$ cat config.mk
export PLATFORM = sky130hd
export DESIGN_NAME = instr_fetch_unit_flat
export DESIGN_NICKNAME = d
export VERILOG_FILES = /design/src/rtl/instr_fetch_if.sv /design/src/rtl/instr_fetch_unit.sv /design/src/flat_wrapper.sv
export SDC_FILE = /design/constraint.sdc
export NUM_CORES = 1
export LEC_CHECK = 0
export BUFFER_PORTS_ARGS = -buffer_cell sky130_fd_sc_hd__buf_4
export CORE_MARGIN = 8
export CORE_UTILIZATION = 40
export DETAILED_ROUTE_END_ITERATION = 8
export GPL_TIMING_DRIVEN = 0
export PLACE_DENSITY_LB_ADDON = 0.15
export REMOVE_ABC_BUFFERS = 1
export SLEW_MARGIN = 30
export SYNTH_ARGS = -nofsm -noshare
export SYNTH_HDL_FRONTEND = slang
export SYNTH_SLANG_ARGS = --single-unit
$ cat constraint.sdc
create_clock -name clk -period 3.35 [get_ports clk]
set_input_delay 0 -clock clk [delete_from_list [all_inputs] [get_ports clk]]
set_output_delay 0 -clock clk [all_outputs]
set_load 0.01 [all_outputs]
$ cat src/rtl/instr_fetch_if.sv
// rtl/instr_fetch_if.sv - instruction fetch bus: imem address/data, redirect and decode handoff
//
// Signals:
//   cnt_out        fetch unit -> imem     PC / instruction-memory word address
//   instruction    imem -> fetch unit     combinational read data for cnt_out
//   redirect_valid core -> fetch unit     branch/jump redirect request
//   redirect_addr  core -> fetch unit     redirect target word address
//   if_valid       fetch unit -> decode   if_instr/if_pc hold a fetched instruction
//   dec_ready      decode -> fetch unit   decode accepts the output this cycle
//   if_instr       fetch unit -> decode   fetched instruction
//   if_pc          fetch unit -> decode   word address of if_instr
// Modports: master = fetch unit side, slave = memory/core/decode side.
interface instr_fetch_if #(
    parameter int AWIDTH = 8,
    parameter int DWIDTH = 32
);
    logic [AWIDTH-1:0] cnt_out;
    logic [DWIDTH-1:0] instruction;
    logic              redirect_valid;
    logic [AWIDTH-1:0] redirect_addr;
    logic              if_valid;
    logic              dec_ready;
    logic [DWIDTH-1:0] if_instr;
    logic [AWIDTH-1:0] if_pc;

    modport master (
        output cnt_out, if_valid, if_instr, if_pc,
        input  instruction, redirect_valid, redirect_addr, dec_ready
    );

    modport slave (
        input  cnt_out, if_valid, if_instr, if_pc,
        output instruction, redirect_valid, redirect_addr, dec_ready
    );
endinterface

$ cat src/rtl/instr_fetch_unit.sv
// rtl/instr_fetch_unit.sv - instruction fetch unit with PC, stall handling and redirect
//
// Ports:
//   clk          rising-edge clock
//   rst_n        asynchronous active-low reset
//   fetch_en     fetch enable from core control
//   bus          instr_fetch_if.master (imem address/data, redirect, decode handoff)
//   fetch_count  (only with IFETCH_PERF_EN) 32-bit count of decode transfers
//
// Optional feature macro: IFETCH_PERF_EN adds the fetch_count performance counter.
module instr_fetch_unit #(
    parameter int AWIDTH     = 8,
    parameter int DWIDTH     = 32,
    parameter int RESET_ADDR = 0
) (
    input  logic                clk,
    input  logic                rst_n,
    input  logic                fetch_en,
    instr_fetch_if.master       bus
`ifdef IFETCH_PERF_EN
    ,
    output logic [31:0]         fetch_count
`endif
);

    localparam logic [AWIDTH-1:0] RST_PC = AWIDTH'(RESET_ADDR);

    typedef enum logic [1:0] {IDLE, FETCH, STALL} state_t;

    state_t            state, state_nxt;
    logic [AWIDTH-1:0] pc_q;
    logic              valid_q;
    logic [DWIDTH-1:0] instr_q;
    logic [AWIDTH-1:0] ifpc_q;
    logic              load;
    logic              clr_valid;

    assign bus.cnt_out  = pc_q;
    assign bus.if_valid = valid_q;
    assign bus.if_instr = instr_q;
    assign bus.if_pc    = ifpc_q;

    always_ff @(posedge clk or negedge rst_n) begin
        if (!rst_n) begin
            state   <= IDLE;
            pc_q    <= RST_PC;
            valid_q <= 1'b0;
            instr_q <= '0;
            ifpc_q  <= '0;
        end else begin
            state <= state_nxt;
            // Redirect wins over everything: the held instruction is dropped.
            if (bus.redirect_valid) begin
                pc_q    <= bus.redirect_addr;
                valid_q <= 1'b0;
            end else if (load) begin
                instr_q <= bus.instruction;
                ifpc_q  <= pc_q;
                valid_q <= 1'b1;
                pc_q    <= pc_q + 1'b1;
            end else if (clr_valid) begin
                valid_q <= 1'b0;
            end
        end
    end

    always_comb begin
        state_nxt = state;
        load      = 1'b0;
        clr_valid = 1'b0;
        if (bus.redirect_valid) begin
            state_nxt = fetch_en ? FETCH : IDLE;
        end else begin
            case (state)
                IDLE: begin
                    if (fetch_en)
                        state_nxt = FETCH;
                end
                FETCH, STALL: begin
                    if (fetch_en) begin
                        // A new word may replace the held one only if it is consumed now.
                        if (!valid_q || bus.dec_ready) begin
                            load      = 1'b1;
                            state_nxt = FETCH;
                        end else begin
                            state_nxt = STALL;
                        end
                    end else begin
                        // Fetch disabled: let decode drain the held word, then idle.
                        clr_valid = bus.dec_ready;
                        if (!valid_q || bus.dec_ready)
                            state_nxt = IDLE;
                    end
                end
                default: state_nxt = IDLE;
            endcase
        end
    end

`ifdef IFETCH_PERF_EN
    always_ff @(posedge clk or negedge rst_n) begin
        if (!rst_n)
            fetch_count <= '0;
        else if (valid_q && bus.dec_ready)
            fetch_count <= fetch_count + 32'd1;
    end
`endif

endmodule

$ cat src/flat_wrapper.sv
// flat-port wrapper written by rule: the top's interface ports become plain ports
module instr_fetch_unit_flat 
#(
    parameter int AWIDTH     = 8,
    parameter int DWIDTH     = 32,
    parameter int RESET_ADDR = 0
)
  (clk, rst_n, fetch_en, bus_cnt_out, bus_if_valid, bus_if_instr, bus_if_pc, bus_instruction, bus_redirect_valid, bus_redirect_addr, bus_dec_ready);
  instr_fetch_if #(.AWIDTH(AWIDTH), .DWIDTH(DWIDTH)) bus_i ();
  input  logic clk;
  input  logic rst_n;
  input  logic fetch_en;
  output wire logic [$bits(bus_i.cnt_out)-1:0] bus_cnt_out;
  output wire logic [$bits(bus_i.if_valid)-1:0] bus_if_valid;
  output wire logic [$bits(bus_i.if_instr)-1:0] bus_if_instr;
  output wire logic [$bits(bus_i.if_pc)-1:0] bus_if_pc;
  input wire logic [$bits(bus_i.instruction)-1:0] bus_instruction;
  input wire logic [$bits(bus_i.redirect_valid)-1:0] bus_redirect_valid;
  input wire logic [$bits(bus_i.redirect_addr)-1:0] bus_redirect_addr;
  input wire logic [$bits(bus_i.dec_ready)-1:0] bus_dec_ready;
  assign bus_cnt_out = bus_i.cnt_out;
  assign bus_if_valid = bus_i.if_valid;
  assign bus_if_instr = bus_i.if_instr;
  assign bus_if_pc = bus_i.if_pc;
  assign bus_i.instruction = bus_instruction;
  assign bus_i.redirect_valid = bus_redirect_valid;
  assign bus_i.redirect_addr = bus_redirect_addr;
  assign bus_i.dec_ready = bus_dec_ready;
  instr_fetch_unit #(.AWIDTH(AWIDTH), .DWIDTH(DWIDTH), .RESET_ADDR(RESET_ADDR)) u_core (.clk(clk), .rst_n(rst_n), .fetch_en(fetch_en), .bus(bus_i));
endmodule
# Yosys cells after proc, flatten, opt, wreduce, memory -nomap -nowiden
# Index checks and enable logic that the tools add are counted.
[word_totals]
reg_bits = 51
inputBits = 45
output_inout_bits = 49
elab_cells = 38
[classes]
n_addsub = 1
n_eq_ne = 4
muxes = 19
bitwise_logic = 1
n_reduce_logical = 8
[op_table]
columns = ["operator", "count"]
rows = [
  ["8-bit 2-to-1 mux", 2],
  ["1-bit 2-to-1 mux", 11],
  ["2-bit 2-to-1 mux", 5],
  ["8-bit by 1-bit adder with 8-bit output, second input constant", 1],
  ["4-bit by 3-bit != test with 1-bit output, second input constant", 1],
  ["2-bit one-hot mux with 2 select lines", 1],
  ["2-bit AND reduction", 2],
  ["3-bit != test, second input constant", 1],
  ["3-bit nonzero test", 1],
  ["2-bit by 1-bit == test with 1-bit output, second input constant", 1],
  ["2-bit == test, second input constant", 1],
  ["2-bit zero test", 1],
  ["2-bit nonzero test", 1],
  ["2-bit OR reduction", 1],
  ["1-bit zero test", 1],
  ["1-bit logical OR", 1],
  ["1-bit NOT", 1],
]

# Longest topological paths before layout
# Gate-level depths: netlist of the first run.
[logic_depth]
ltp_word = 8
mapped_depth = 7
depth_no_buf = 6

# Worst setup path before layout of the first run
# Ideal clock, no wire load.
[synth_timing]
path_type = "reg-to-reg"
startpoint = "register u_core.state[0]"
endpoint = "register u_core.instr_q[0], in the netlist u_core.bus.if_instr[0]"
setup_ps = 125
arrival_ps = 1489
t_required_ps = 3225
slack_ps = 1736
stages_incl_launch_ff = 7
n_path_buf = 1
synth_period_minus_slack_ps = 1614
cell_sequence = "dfrtp_1 > inv_1 > ha_1 > nand2_2 > nor3_4 > buf_6 > mux2_2"
[synth_between]
elab_chain_cells = 5
elab_cells_between_ends = 6
classes_between = "eq/ne: 2; mux: 2; reduce/logical: 2"
[synth_lines]
columns = ["element", "line", "rtl"]
rows = [
  ["start: declaration", "instr_fetch_unit.sv:30", "state_t state, state_nxt;"],
  ["start signal: assignment", "instr_fetch_unit.sv:51", "state <= state_nxt;"],
  ["2-bit by 1-bit == test with 1-bit output or 2-bit == test (tied branches)", "instr_fetch_unit.sv:74", "case (state)"],
  ["2-bit OR reduction *", "instr_fetch_unit.sv:74", ""],
  ["1-bit 2-to-1 mux *", "instr_fetch_unit.sv:74", ""],
  ["1-bit 2-to-1 mux *", "instr_fetch_unit.sv:71", "if (bus.redirect_valid) begin"],
  ["2-bit AND reduction (no line) *", "n/a", ""],
  ["end signal: assignment", "instr_fetch_unit.sv:57", "instr_q <= bus.instruction;"],
  ["end: declaration", "instr_fetch_unit.sv:33", "logic [DWIDTH-1:0] instr_q;"],
]
# Every way passes the cells marked *; elsewhere a longest branch is shown, timed or not.
# A chain may end at the register's enable or synchronous reset.

# Worst setup path in the final report of the first run
[layout_timing]
startpoint = "register u_core.state[0]"
endpoint = "register u_core.instr_q[18], in the netlist u_core.bus.if_instr[18]"
# The elaborated chain is that of the path after synthesis.

==> metrics, run 1 <==
status complete, no violations; CTS Root Cell clkbuf_8; first-pass GRT wire length roughly 9.2 mm; period utilization 0.7119; worst vdd ir 0.3962 mV; Tmin final around 2.4 ns; critical path launch point u_core.state[0]; Mean Syn Cell Area 14.49 sq um; Fin Setup TNS 0 ns; effective utilization at floorplan 0.4104; nets 341; CTS sink cnt just over 50; CP Capture Point u_core.bus.if_instr[18]; first drt pass iteration count 4; I/O Pins 94; sequential fraction of the synthesis area 0.5682; post-synthesis cell area 2246 sq um; Post-DRT Antenna Nets 0; Hold Path Stages 2; Final Setup Violations 0; layout cells sized above 1 0.5017; Metal-1 WL 2.378 mm; Die Span X a little over 90 microns; CTS tree yes; CP endpoint kind register; asr flop ratio synth 1.000; die footprint 8268 sq um; Synth Area in Compound Gates 0.03398; leakage dissipation about 1.6 nW; core area ~5500 sq um; CP Class register to register; WL final around 5.6 mm; maxcap violations 0; r2r endpoint u_core.bus.if_instr[18]; Num CTS Buffers 5; post-cts sizing count 0; Synth top cells by count dfrtp_1 (51), mux2_2 (37), nand2_1 (13), buf_6 (7), xnor2_1 (7); YS warnings 0; number of buffers added on ports 93; measured slew at the worst slew-check pin 0.6465 ns; Cells after Synth 155; startpoint types register; Post-synth EDFFs 0; dpl hpwl 3.754 mm; GRT overflow 0; largest net degree at the start of global routing 52; min setup slack post-route 0.9652 ns; dpl ws roughly 0.94 ns; Yosys top cell area share 0.5682; cell with the most instances after synthesis dfrtp_1; Worst Clk Skew 0.005891 ns; Worst slew margin 0.5690; HP Class input port to register; simple-gate portion of the synthesized area 0.09972; RSZ-0062 raised after global routing false; Yosys reg bits 51; Crit Path Max Fanout 11; Skew-Pair Late Insertion Delay 0.29 ns; Synth Flop Type dfrtp_1; drt wl/cell between 15 and 20 microns; clock tree buffer depth 2; largest area contributor in the netlist dfrtp_1; Cell Pwr Density 587.6 nW/um^2; synth unique cells 26; highest metal used met4; Hold Fails Final Rpt 0; met2 routed WL 2.754 mm; R2R Setup Slk 0.97 ns; post-synthesis mux area share 0.2050; die height 90.93 microns; Required @ worst endpoint 3.53 ns; data arrival time of the critical path ~2.6 ns; num rows 27; Slew Viols, Final 0; all-layer global routing usage 0.1367; vias in the first global route 1797; Area contributors post-synth dfrtp_1 (57%), mux2_2 (19%), buf_6 (3.5%), nor4_4 (2.8%), xnor2_1 (2.7%); area grow syn2layout 56.21%; drc violations 0; post-route total power 2.062 mW; R2R cell count 7; initial antenna violation count 1; Worst-path clk slew 0.09 ns; largest family of logic cells by synthesized area multiplexers; Highest Clock Rate 0.4193 GHz; end-of-flow core utilization 0.6411; vias per cell 4.541; drt initial violations 33; xor/xnor share of the synthesized area 0.02730; # H-tree levels 2; adder-cell share of the synthesized area 0.01671; detailed-route via count about 1700; metal3 WL 347 microns; launching point of the worst reg2reg path u_core.state[0]; GPL Wtd Cong 0.7636
routing by layer:
metal,vias up,track usage
met5,-,0
met4,0,0.04502
met3,9,0.04774
met2,57,0.2273
met1,784,0.1611
li1,812,-
logic make-up after synthesis:
logic type,after synthesis
AOI/OAI and AO/OA,13
xor gates and xnor gates,7
adders and majority gates,3
buffers and inverters,11
DFF,51
muxes,41
and+or+nand+nor,29
sequential cells by signal, summed over array words and instances, names as in the netlist:
register and count:
u_core.bus.cnt_out 8, u_core.bus.if_instr 32, u_core.bus.if_pc 8, u_core.bus.if_valid 1, u_core.state 2
cell type report:
type	instances	area [sq um]
Fill cell	449	1964
Sequential cell	51	1276
Timing Repair Buffer	139	1166
Multi-Input combinational cell	93	859.6
Tap cell	72	90.09
Clock buffer	6	72.57
Clock inverter	1	30.03
Inverter	3	11.26
Antenna cell	1	2.502
worst min-delay path by stage:
stage / start / to
after floorplan: rst_n / u_core.bus.cnt_out[0]
after global placement: rst_n / u_core.bus.if_pc[6]
after detailed placement: rst_n / u_core.bus.if_instr[5]
after CTS: bus_redirect_valid / u_core.bus.if_valid
after global routing: bus_redirect_valid / u_core.bus.if_valid
final: bus_redirect_valid / u_core.bus.if_valid
power by group:
part	total (mW)	leakage, nW	internal (mW)	switching [mW]
Clock	0.407	0.0513	0.219	0.188
Combinational	0.752	0.924	0.447	0.304
Sequential	0.903	0.611	0.799	0.105
stage by stage:
step | std cells | area [sq um] | hold slack [ns]
final | 366 | 3508 | 0.01993
after global routing | 366 | 3508 | 0.02534
after CTS | 365 | 3506 | 0.01299
after detailed placement | 315 | 2973 | 0.07664
after global placement | 312 | 2935 | 0.08034
after floorplan | 147 | 2147 | -0.2956
critical path, stage by stage, from the launching register on:
cell and delay, ns:
dfrtp_1 0.37, inv_1 0.05, ha_1 0.32, nand2_2 0.24, nor3_4 0.54, buf_6 0.24, buf_6 0.16, mux2_2 0.34
placed cells by master, fill, tap and decap left out, drive strengths merged:
master	count
a21o	1
a21oi	2
a221o	1
buf	96
bufinv	1
clkbuf	6
dfrtp	51
diode	1
dlygate4sd3	43
ha	3
inv	3
mux2	40
mux2i	1
nand2	14
nand3	2
nand4	1
nor2	2
nor2b	1
nor3	4
nor3b	1
nor4	3
nor4b	1
o21ai	8
o2bb2ai	1
xnor2	7
timing repair:
action                    4_1_cts  5_1_grt
hold buffers                   43        0
hold endpoints to repair       93        0
buffers inserted                0        0
Note: power is estimated with default switching activity, not from simulation.
==> run 2, diff against run 1 <==
==> constraint.sdc (replaced) <==
create_clock -name clk -period 2.3 [get_ports clk]
set_input_delay 0 -clock clk [delete_from_list [all_inputs] [get_ports clk]]
set_output_delay 0 -clock clk [all_outputs]
set_load 0.01 [all_outputs]
==> run 2 against run 1 <==
  * Setup slack lost 0.77 ns
  * Worst hold slack worse by 0.00092 ns
  * Clock power rose by 46%
  * Total power rose by 46%
  * Clock skew shrank 0.0016 ns
  * Core utilization increased by 0.64 points
  * First-iteration DRC count grew 27%
  * Cell area up 1.0%
  * Fmax up 13%
  * Sequential power grew 46%
  * Global-route usage up 0.087 points
==> metrics, run 2 (synthesis results as in run 1) <==
nets 344 (was 341); detailed-route via count 1675 (was 1662); area grow syn2layout 57.77% (was 56.21%); data arrival time of the critical path 2.29 ns (was 2.57 ns); # fillers 447 (was 449); CTS Root Cell clkbuf_8 (unchanged); Area after DPL 2973 sq um (unchanged); final instance area 3543 sq um (was 3508 sq um); Highest Clock Rate 0.4750 GHz (was 0.4193 GHz); cell mode on critical path buf_6 (unchanged); maxcap violations 0 (unchanged); Skew-Pair Late Insertion Delay 0.29 ns (about the same); post-cts sizing count 0 (unchanged); first drt pass iteration count 4 (unchanged); leakage dissipation 1.605 nW (was 1.586 nW); Cell Pwr Density 851.1 nW/um^2 (was 587.6 nW/um^2); startpoint types register (unchanged); worst path cell trace inv_1 > ha_1 > nand2_2 > nor3_4 > buf_6 > buf_6 > mux2_2 (unchanged); drt wl/cell 15.22 microns (was 15.27 microns); effective utilization at floorplan 0.4104 (unchanged); CP Class register to register (unchanged); Num CTS Buffers 5 (unchanged); highest-count cells in the layout ignoring fill and taps buf_4 (95), dfrtp_1 (51), dlygate4sd3_1 (43), mux2_2 (37), nand2_1 (13) (was buf_4 (93), dfrtp_1 (51), dlygate4sd3_1 (43), mux2_2 (37), nand2_1 (13)); # H-tree levels 2 (unchanged); vias in the first global route 1814 (was 1797); Worst Clk Skew 0.004265 ns (was 0.005891 ns); Largest register FFs 32 (unchanged); delay of the slowest critical-path stage 0.38 ns (was 0.54 ns); Hold Fails Final Rpt 0 (unchanged); GRT overflow 0 (unchanged); Worst slew margin 0.5701 (was 0.5690); vias per cell 4.539 (was 4.541); GPL Wtd Cong 0.7636 (unchanged); die height 90.93 microns (unchanged); Crit Path Max Fanout 11 (unchanged); drt initial violations 42 (was 33); clock tree buffer depth 2 (unchanged); first-pass GRT wire length 9.294 mm (was 9.225 mm); period utilization 0.9154 (was 0.7119); num rows 27 (unchanged); I/O Pins 94 (unchanged); worst vdd ir 0.5773 mV (was 0.3962 mV); largest net degree at the start of global routing 52 (unchanged); CP endpoint kind register (unchanged); layout cells sized above 1 0.5068 (was 0.5017); drc violations 0 (unchanged); Worst-path clk slew 0.09 ns (about the same); core area 5473 sq um (unchanged); die footprint 8268 sq um (unchanged); Slowest-stage cell, CP dfrtp_1 (was nor3_4); status complete, no violations (unchanged); HP Class input port to register (unchanged); all-layer global routing usage 0.1376 (was 0.1367); dpl hpwl 3.754 mm (unchanged); Die Span X 90.93 microns (unchanged); Tmin final 2.105 ns (was 2.385 ns); RSZ-0062 raised after global routing false (unchanged); CTS sink cnt 51 (unchanged); number of buffers added on ports 93 (unchanged); WL final 5.616 mm (was 5.590 mm); post-route total power 3.016 mW (was 2.062 mW); Post-DRT Antenna Nets 0 (unchanged); Required @ worst endpoint 2.48 ns (was 3.53 ns); commonest non-fill, non-tap cell in the layout buf_4 (unchanged); worst path bufs/invs 3 (unchanged); initial antenna violation count 1 (unchanged); Final Setup Violations 0 (unchanged); measured slew at the worst slew-check pin 0.6448 ns (was 0.6465 ns); CTS tree yes (unchanged); CP delay by family, top simple AND/OR/NAND/NOR gates (unchanged); Slew Viols, Final 0 (unchanged)
-- run 2: per-stage QoR --
| stage | instances | setup WS, ns | hold slack (ns) | setup TNS [ns] | util |
|---|---|---|---|---|---|
| 2_1_floorplan | 147 | -0.1736 | -0.2956 | -6.837 | - |
| 3_3_place_gp | 312 | -0.7670 | 0.08034 | -30.34 | 0.5364 |
| 3_5_place_dp | 315 | -0.1093 | 0.07664 | -1.010 | 0.5432 |
| 4_1_cts | 368 | 0.1789 | 0.01356 | 0 | 0.6470 |
| 5_1_grt | 369 | 0.04793 | 0.02569 | 0 | 0.6475 |
| 6_report | 369 | 0.1945 | 0.01901 | 0 | 0.6475 |
-- run 2: repair_timing --
action                     CTS  global route
hold buffers                43             0
setup endpoints to repair   10             0
buffers inserted             3             0
hold endpoints to repair    93             0
-- run 2: path summary, 6_finish.rpt --
| kind | from | to | slack (ns) | cells after the start |
|---|---|---|---|---|
| setup / recovery | u_core.state[0] | u_core.bus.if_instr[8] | 0.19 | 7 |
| hold / removal | bus_redirect_valid | u_core.bus.if_valid | 0.02 | 2 |
| setup reg to reg | u_core.state[0] | u_core.bus.if_instr[8] | 0.19 | 7 |
| hold reg to reg | u_core.bus.if_instr[6] | u_core.bus.if_instr[6] | 0.50 | 1 |
| max in group asynchronous | rst_n | u_core.bus.if_instr[16] | 1.60 | 2 |
| min in group asynchronous | rst_n | u_core.bus.cnt_out[4] | 0.28 | 2 |
-- run 2: metal layers --
| metal | share of wire | vias to the layer above | GRT usage |
|---|---|---|---|
| li1 | - | 820 | - |
| met1 | 0.43 | 789 | 0.1636 |
| met2 | 0.49 | 58 | 0.2273 |
| met3 | 0.062 | 8 | 0.04774 |
| met4 | 0.018 | 0 | 0.04502 |
| met5 | 0 | - | 0 |
-- run 2: report_power, final --
part	leakage, nW	total (mW)	internal (mW)	switching, mW
Clock	0.0513	0.594	0.319	0.274
Combinational	0.943	1.11	0.660	0.445
Sequential	0.611	1.32	1.16	0.153
-- run 2: area by class of cell --
class / count / area (sq um) / share of cell area
antenna: 1 / 2.502 / 0.0007062
clock buffer: 6 / 72.57 / 0.02048
clock inverter: 1 / 30.03 / 0.008475
inverter: 3 / 11.26 / 0.003178
multi-input combinational: 93 / 859.6 / 0.2426
sequential: 51 / 1276 / 0.3602
tap: 72 / 90.09 / 0.02542
timing repair buffer: 142 / 1201 / 0.3390
==> run 3, diff against run 2 <==
--- a/config.mk
+++ b/config.mk
@@ -5,6 +5,7 @@
 export SDC_FILE = /design/constraint.sdc
 export NUM_CORES = 1
 export LEC_CHECK = 0
+export ABC_AREA = 1
 export BUFFER_PORTS_ARGS = -buffer_cell sky130_fd_sc_hd__buf_4
 export CORE_MARGIN = 8
 export CORE_UTILIZATION = 40
==> run 3 against run 2 <==
  * Sequential share of layout area is 0.74 points higher
  * First-iteration DRC count is 88% higher
  * Clock power is 9.4% lower
  * Critical endpoint is now u_core.bus.if_pc[0]
  * Clock skew is 0.0015 ns higher
  * Area after synthesis is 0.84% higher
  * Routed wire length is 8.6% higher
  * Clock-buffer cell count stayed put
  * Die area is 0.69% higher
  * Largest power group unchanged
  * Core utilization is 1.3 points lower
  * Cell count is 27% higher
  * Flip-flop and latch count stayed put
  * Cell area is 2.0% lower
==> metrics, run 3 <==
post-route total power 2.858 mW (was 3.016 mW); dpl ws -0.2015 ns (was -0.1093 ns); all-layer global routing usage 0.1484 (was 0.1376); drc violations 0 (unchanged); CTS Root Cell clkbuf_8 (unchanged); nets 443 (was 344); data arrival time of the critical path 2.22 ns (was 2.29 ns); core area 5473 sq um (unchanged); GPL Wtd Cong 0.8055 (was 0.7636); Largest register FFs 32 (unchanged); num rows 27 (unchanged); worst path bufs/invs 3 (unchanged); effective utilization at floorplan 0.4138 (was 0.4104); Internal 1.922 mW (was 2.143 mW); Synth top cells by count nand2_1 (131), dfrtp_1 (51), inv_1 (16), nand3_1 (14), o21ai_0 (9) (was dfrtp_1 (51), mux2_2 (37), nand2_1 (13), buf_6 (7), xnor2_1 (7)); HP Class input port to register (unchanged); Fin Setup TNS 0 ns (unchanged); Required @ worst endpoint 2.49 ns (was 2.48 ns); Highest Clock Rate 0.4926 GHz (was 0.4750 GHz); measured slew at the worst slew-check pin 0.6484 ns (was 0.6448 ns); Tmin final 2.030 ns (was 2.105 ns); placed insts 420 (was 315); worst vdd ir 0.4526 mV (was 0.5773 mV); Area contributors post-synth dfrtp_1 (56%), nand2_1 (22%), nand3_1 (3.1%), inv_1 (2.7%), o21ai_0 (2.0%) (was dfrtp_1 (57%), mux2_2 (19%), buf_6 (3.5%), nor4_4 (2.8%), xnor2_1 (2.7%)); vias per cell 4.453 (was 4.539); detailed-route via count 2084 (was 1675); final instance area 3472 sq um (was 3543 sq um); Mean Syn Cell Area 8.546 sq um (was 14.49 sq um); maxcap violations 0 (unchanged); number of post-CTS setup repair buffers 0 (was 3); first-pass GRT wire length 10.41 mm (was 9.294 mm); min setup slack post-route 0.2701 ns (was 0.1945 ns); WL final 6.097 mm (was 5.616 mm); Synth Flop Type dfrtp_1 (unchanged); first drt pass iteration count 4 (unchanged); RSZ-0062 raised after global routing false (unchanged); delay of the slowest critical-path stage 0.43 ns (was 0.38 ns); layout cells sized above 1 0.2854 (was 0.5068); final hold slack 0.03305 ns (was 0.01901 ns); Skew-Pair Late Insertion Delay 0.29 ns (about the same); sequential fraction of design power 0.453 (was 0.437); period utilization 0.8826 (was 0.9154); P_sw 936.2 uW (was 872.9 uW); post-synthesis cell area 2265 sq um (was 2246 sq um); YS warnings 0 (unchanged); area grow syn2layout 53.31% (was 57.77%); Cell Pwr Density 823.2 nW/um^2 (was 851.1 nW/um^2); largest area contributor in the netlist dfrtp_1 (unchanged); Sw Ratio 0.3275 (was 0.2894); Cells after Synth 265 (was 155); status complete, no violations (unchanged); die footprint 8326 sq um (was 8268 sq um); Final Setup Violations 0 (unchanged); Worst slew margin 0.5678 (was 0.5701); I/O Pins 94 (unchanged); Hold Fails Final Rpt 0 (unchanged); non-filler cells, final 468 (was 369); commonest non-fill, non-tap cell in the layout nand2_1 (was buf_4); Worst Clk Skew 0.005734 ns (was 0.004265 ns); Gate power share 0.359 (was 0.367); CTS tree yes (unchanged); end-of-flow core utilization 0.6344 (was 0.6475); leakage dissipation 1.872 nW (was 1.605 nW); Crit Path Max Fanout 48 (was 11); cell mode on critical path nand2_1 (was buf_6); worst path cell trace inv_1 > ha_1 > nand2_1 > clkinv_2 > nand3_4 > clkinv_8 > nand2_1 > o21a_1 (was inv_1 > ha_1 > nand2_2 > nor3_4 > buf_6 > buf_6 > mux2_2); Post-synth EDFFs 0 (unchanged); Die Span X 91.25 microns (was 90.93 microns); highest-count cells in the layout ignoring fill and taps nand2_1 (131), buf_4 (93), dfrtp_1 (51), dlygate4sd3_1 (40), inv_1 (16) (was buf_4 (95), dfrtp_1 (51), dlygate4sd3_1 (43), mux2_2 (37), nand2_1 (13)); die height 91.25 microns (was 90.93 microns); Yosys top cell area share 0.5635 (was 0.5682); vias in the first global route 2210 (was 1814); sequential fraction of the synthesis area 0.5635 (was 0.5682); startpoint types register (unchanged); Clk pwr share 0.188 (was 0.197); Slowest-stage cell, CP nand3_4 (was dfrtp_1); CTS sink cnt 51 (unchanged); number of buffers added on ports 93 (unchanged); Slew Viols, Final 0 (unchanged); Yosys reg bits 51 (unchanged); CP Class register to register (unchanged); dpl hpwl 4.049 mm (was 3.754 mm); synth unique cells 25 (was 26); largest net degree at the start of global routing 52 (unchanged); drt initial violations 79 (was 42); initial antenna violation count 0 (was 1); CP delay by family, top simple AND/OR/NAND/NOR gates (unchanged); CP endpoint kind register (unchanged); Post-DRT Antenna Nets 0 (unchanged); asr flop ratio synth 1.000 (unchanged); Num CTS Buffers 5 (unchanged); cell with the most instances after synthesis nand2_1 (was dfrtp_1); Area after DPL 2960 sq um (was 2973 sq um); n_diodes 0 (was 1); Worst-path clk slew 0.09 ns (about the same); clock tree buffer depth 2 (unchanged); GRT overflow 0 (unchanged); # H-tree levels 2 (unchanged); drt wl/cell 13.03 microns (was 15.22 microns)
-- run 3: cell types whose count changed after synthesis, sizes merged, moves of 5 or more --
| cell | delta |
|---|---|
| nand2 | +124 |
| mux2 | -40 |
| inv | +15 |
| nand3 | +13 |
| xnor2 | -6 |
| nor2 | +5 |
-- run 3: worst min-delay path, cell delays in order --
cell and delay [ns]:
buf_4 0.16, nand2_1 0.06, nand3_1 0.07
-- run 3: power groups by stage --
stage          registers, mW  logic (mW)  clock network (mW)
2_1_floorplan           1.42       0.290                   0
3_3_place_gp            1.30       0.971                   0
3_5_place_dp            1.31       0.984                   0
4_1_cts                 1.29        1.04               0.564
5_1_grt                 1.33        1.14               0.589
6_report                1.29        1.03               0.538
-- run 3: timing repair --
item                                   CTS  global route
pin swaps                                0             0
gates resized for setup                  1             3
hold buffers                            40             0
endpoints found under the hold margin   90             0
setup endpoints to repair               38            35
cloned                                   0             0
-- run 3: worst paths after layout --
check                                        start                 endpoint  slack, ns  cells past startpoint
max                                u_core.state[0]      u_core.bus.if_pc[0]       0.27                      8
min                             bus_redirect_valid    u_core.bus.cnt_out[4]       0.03                      3
max reg2reg                        u_core.state[0]      u_core.bus.if_pc[0]       0.27                      8
min reg2reg                u_core.bus.if_instr[28]  u_core.bus.if_instr[28]       0.49                      2
max in group asynchronous                    rst_n  u_core.bus.if_instr[27]       1.60                      2
min in group asynchronous                    rst_n  u_core.bus.if_instr[12]       0.26                      2
-- run 3: per-layer routing --
| layer | up-vias | GRT usage | wire length (microns) | share of wire |
|---|---|---|---|---|
| met1 | 945 | 0.1763 | 2816 | 0.46 |
| met3 | 2 | 0.04362 | 366 | 0.060 |
| met4 | 0 | 0.02865 | 23 | 0.0038 |
| met5 | - | 0 | 0 | 0 |
| li1 | 1078 | - | - | - |
| met2 | 59 | 0.2600 | 2891 | 0.47 |
-- run 3: area by class of cell --
type | count | area (sq um)
clock buffers | 6 | 82.58
clock inverters | 2 | 16.27
fillers | 497 | 2001
inverters | 19 | 85.08
multi-input cells | 185 | 823.3
flip-flops and latches | 51 | 1276
well taps | 72 | 90.09
repair buffers | 133 | 1099
-- run 3: cells by family (layout without fill, tap and decap cells) --
family	count (synthesis)	in the layout	share of synthesized area
simple gates	162	162	0.2923
fa+ha+maj	3	3	0.01658
buf+inv	29	160	0.07293
xor+xnor	2	2	0.007736
flops	51	51	0.5635
compound gates	18	18	0.04696
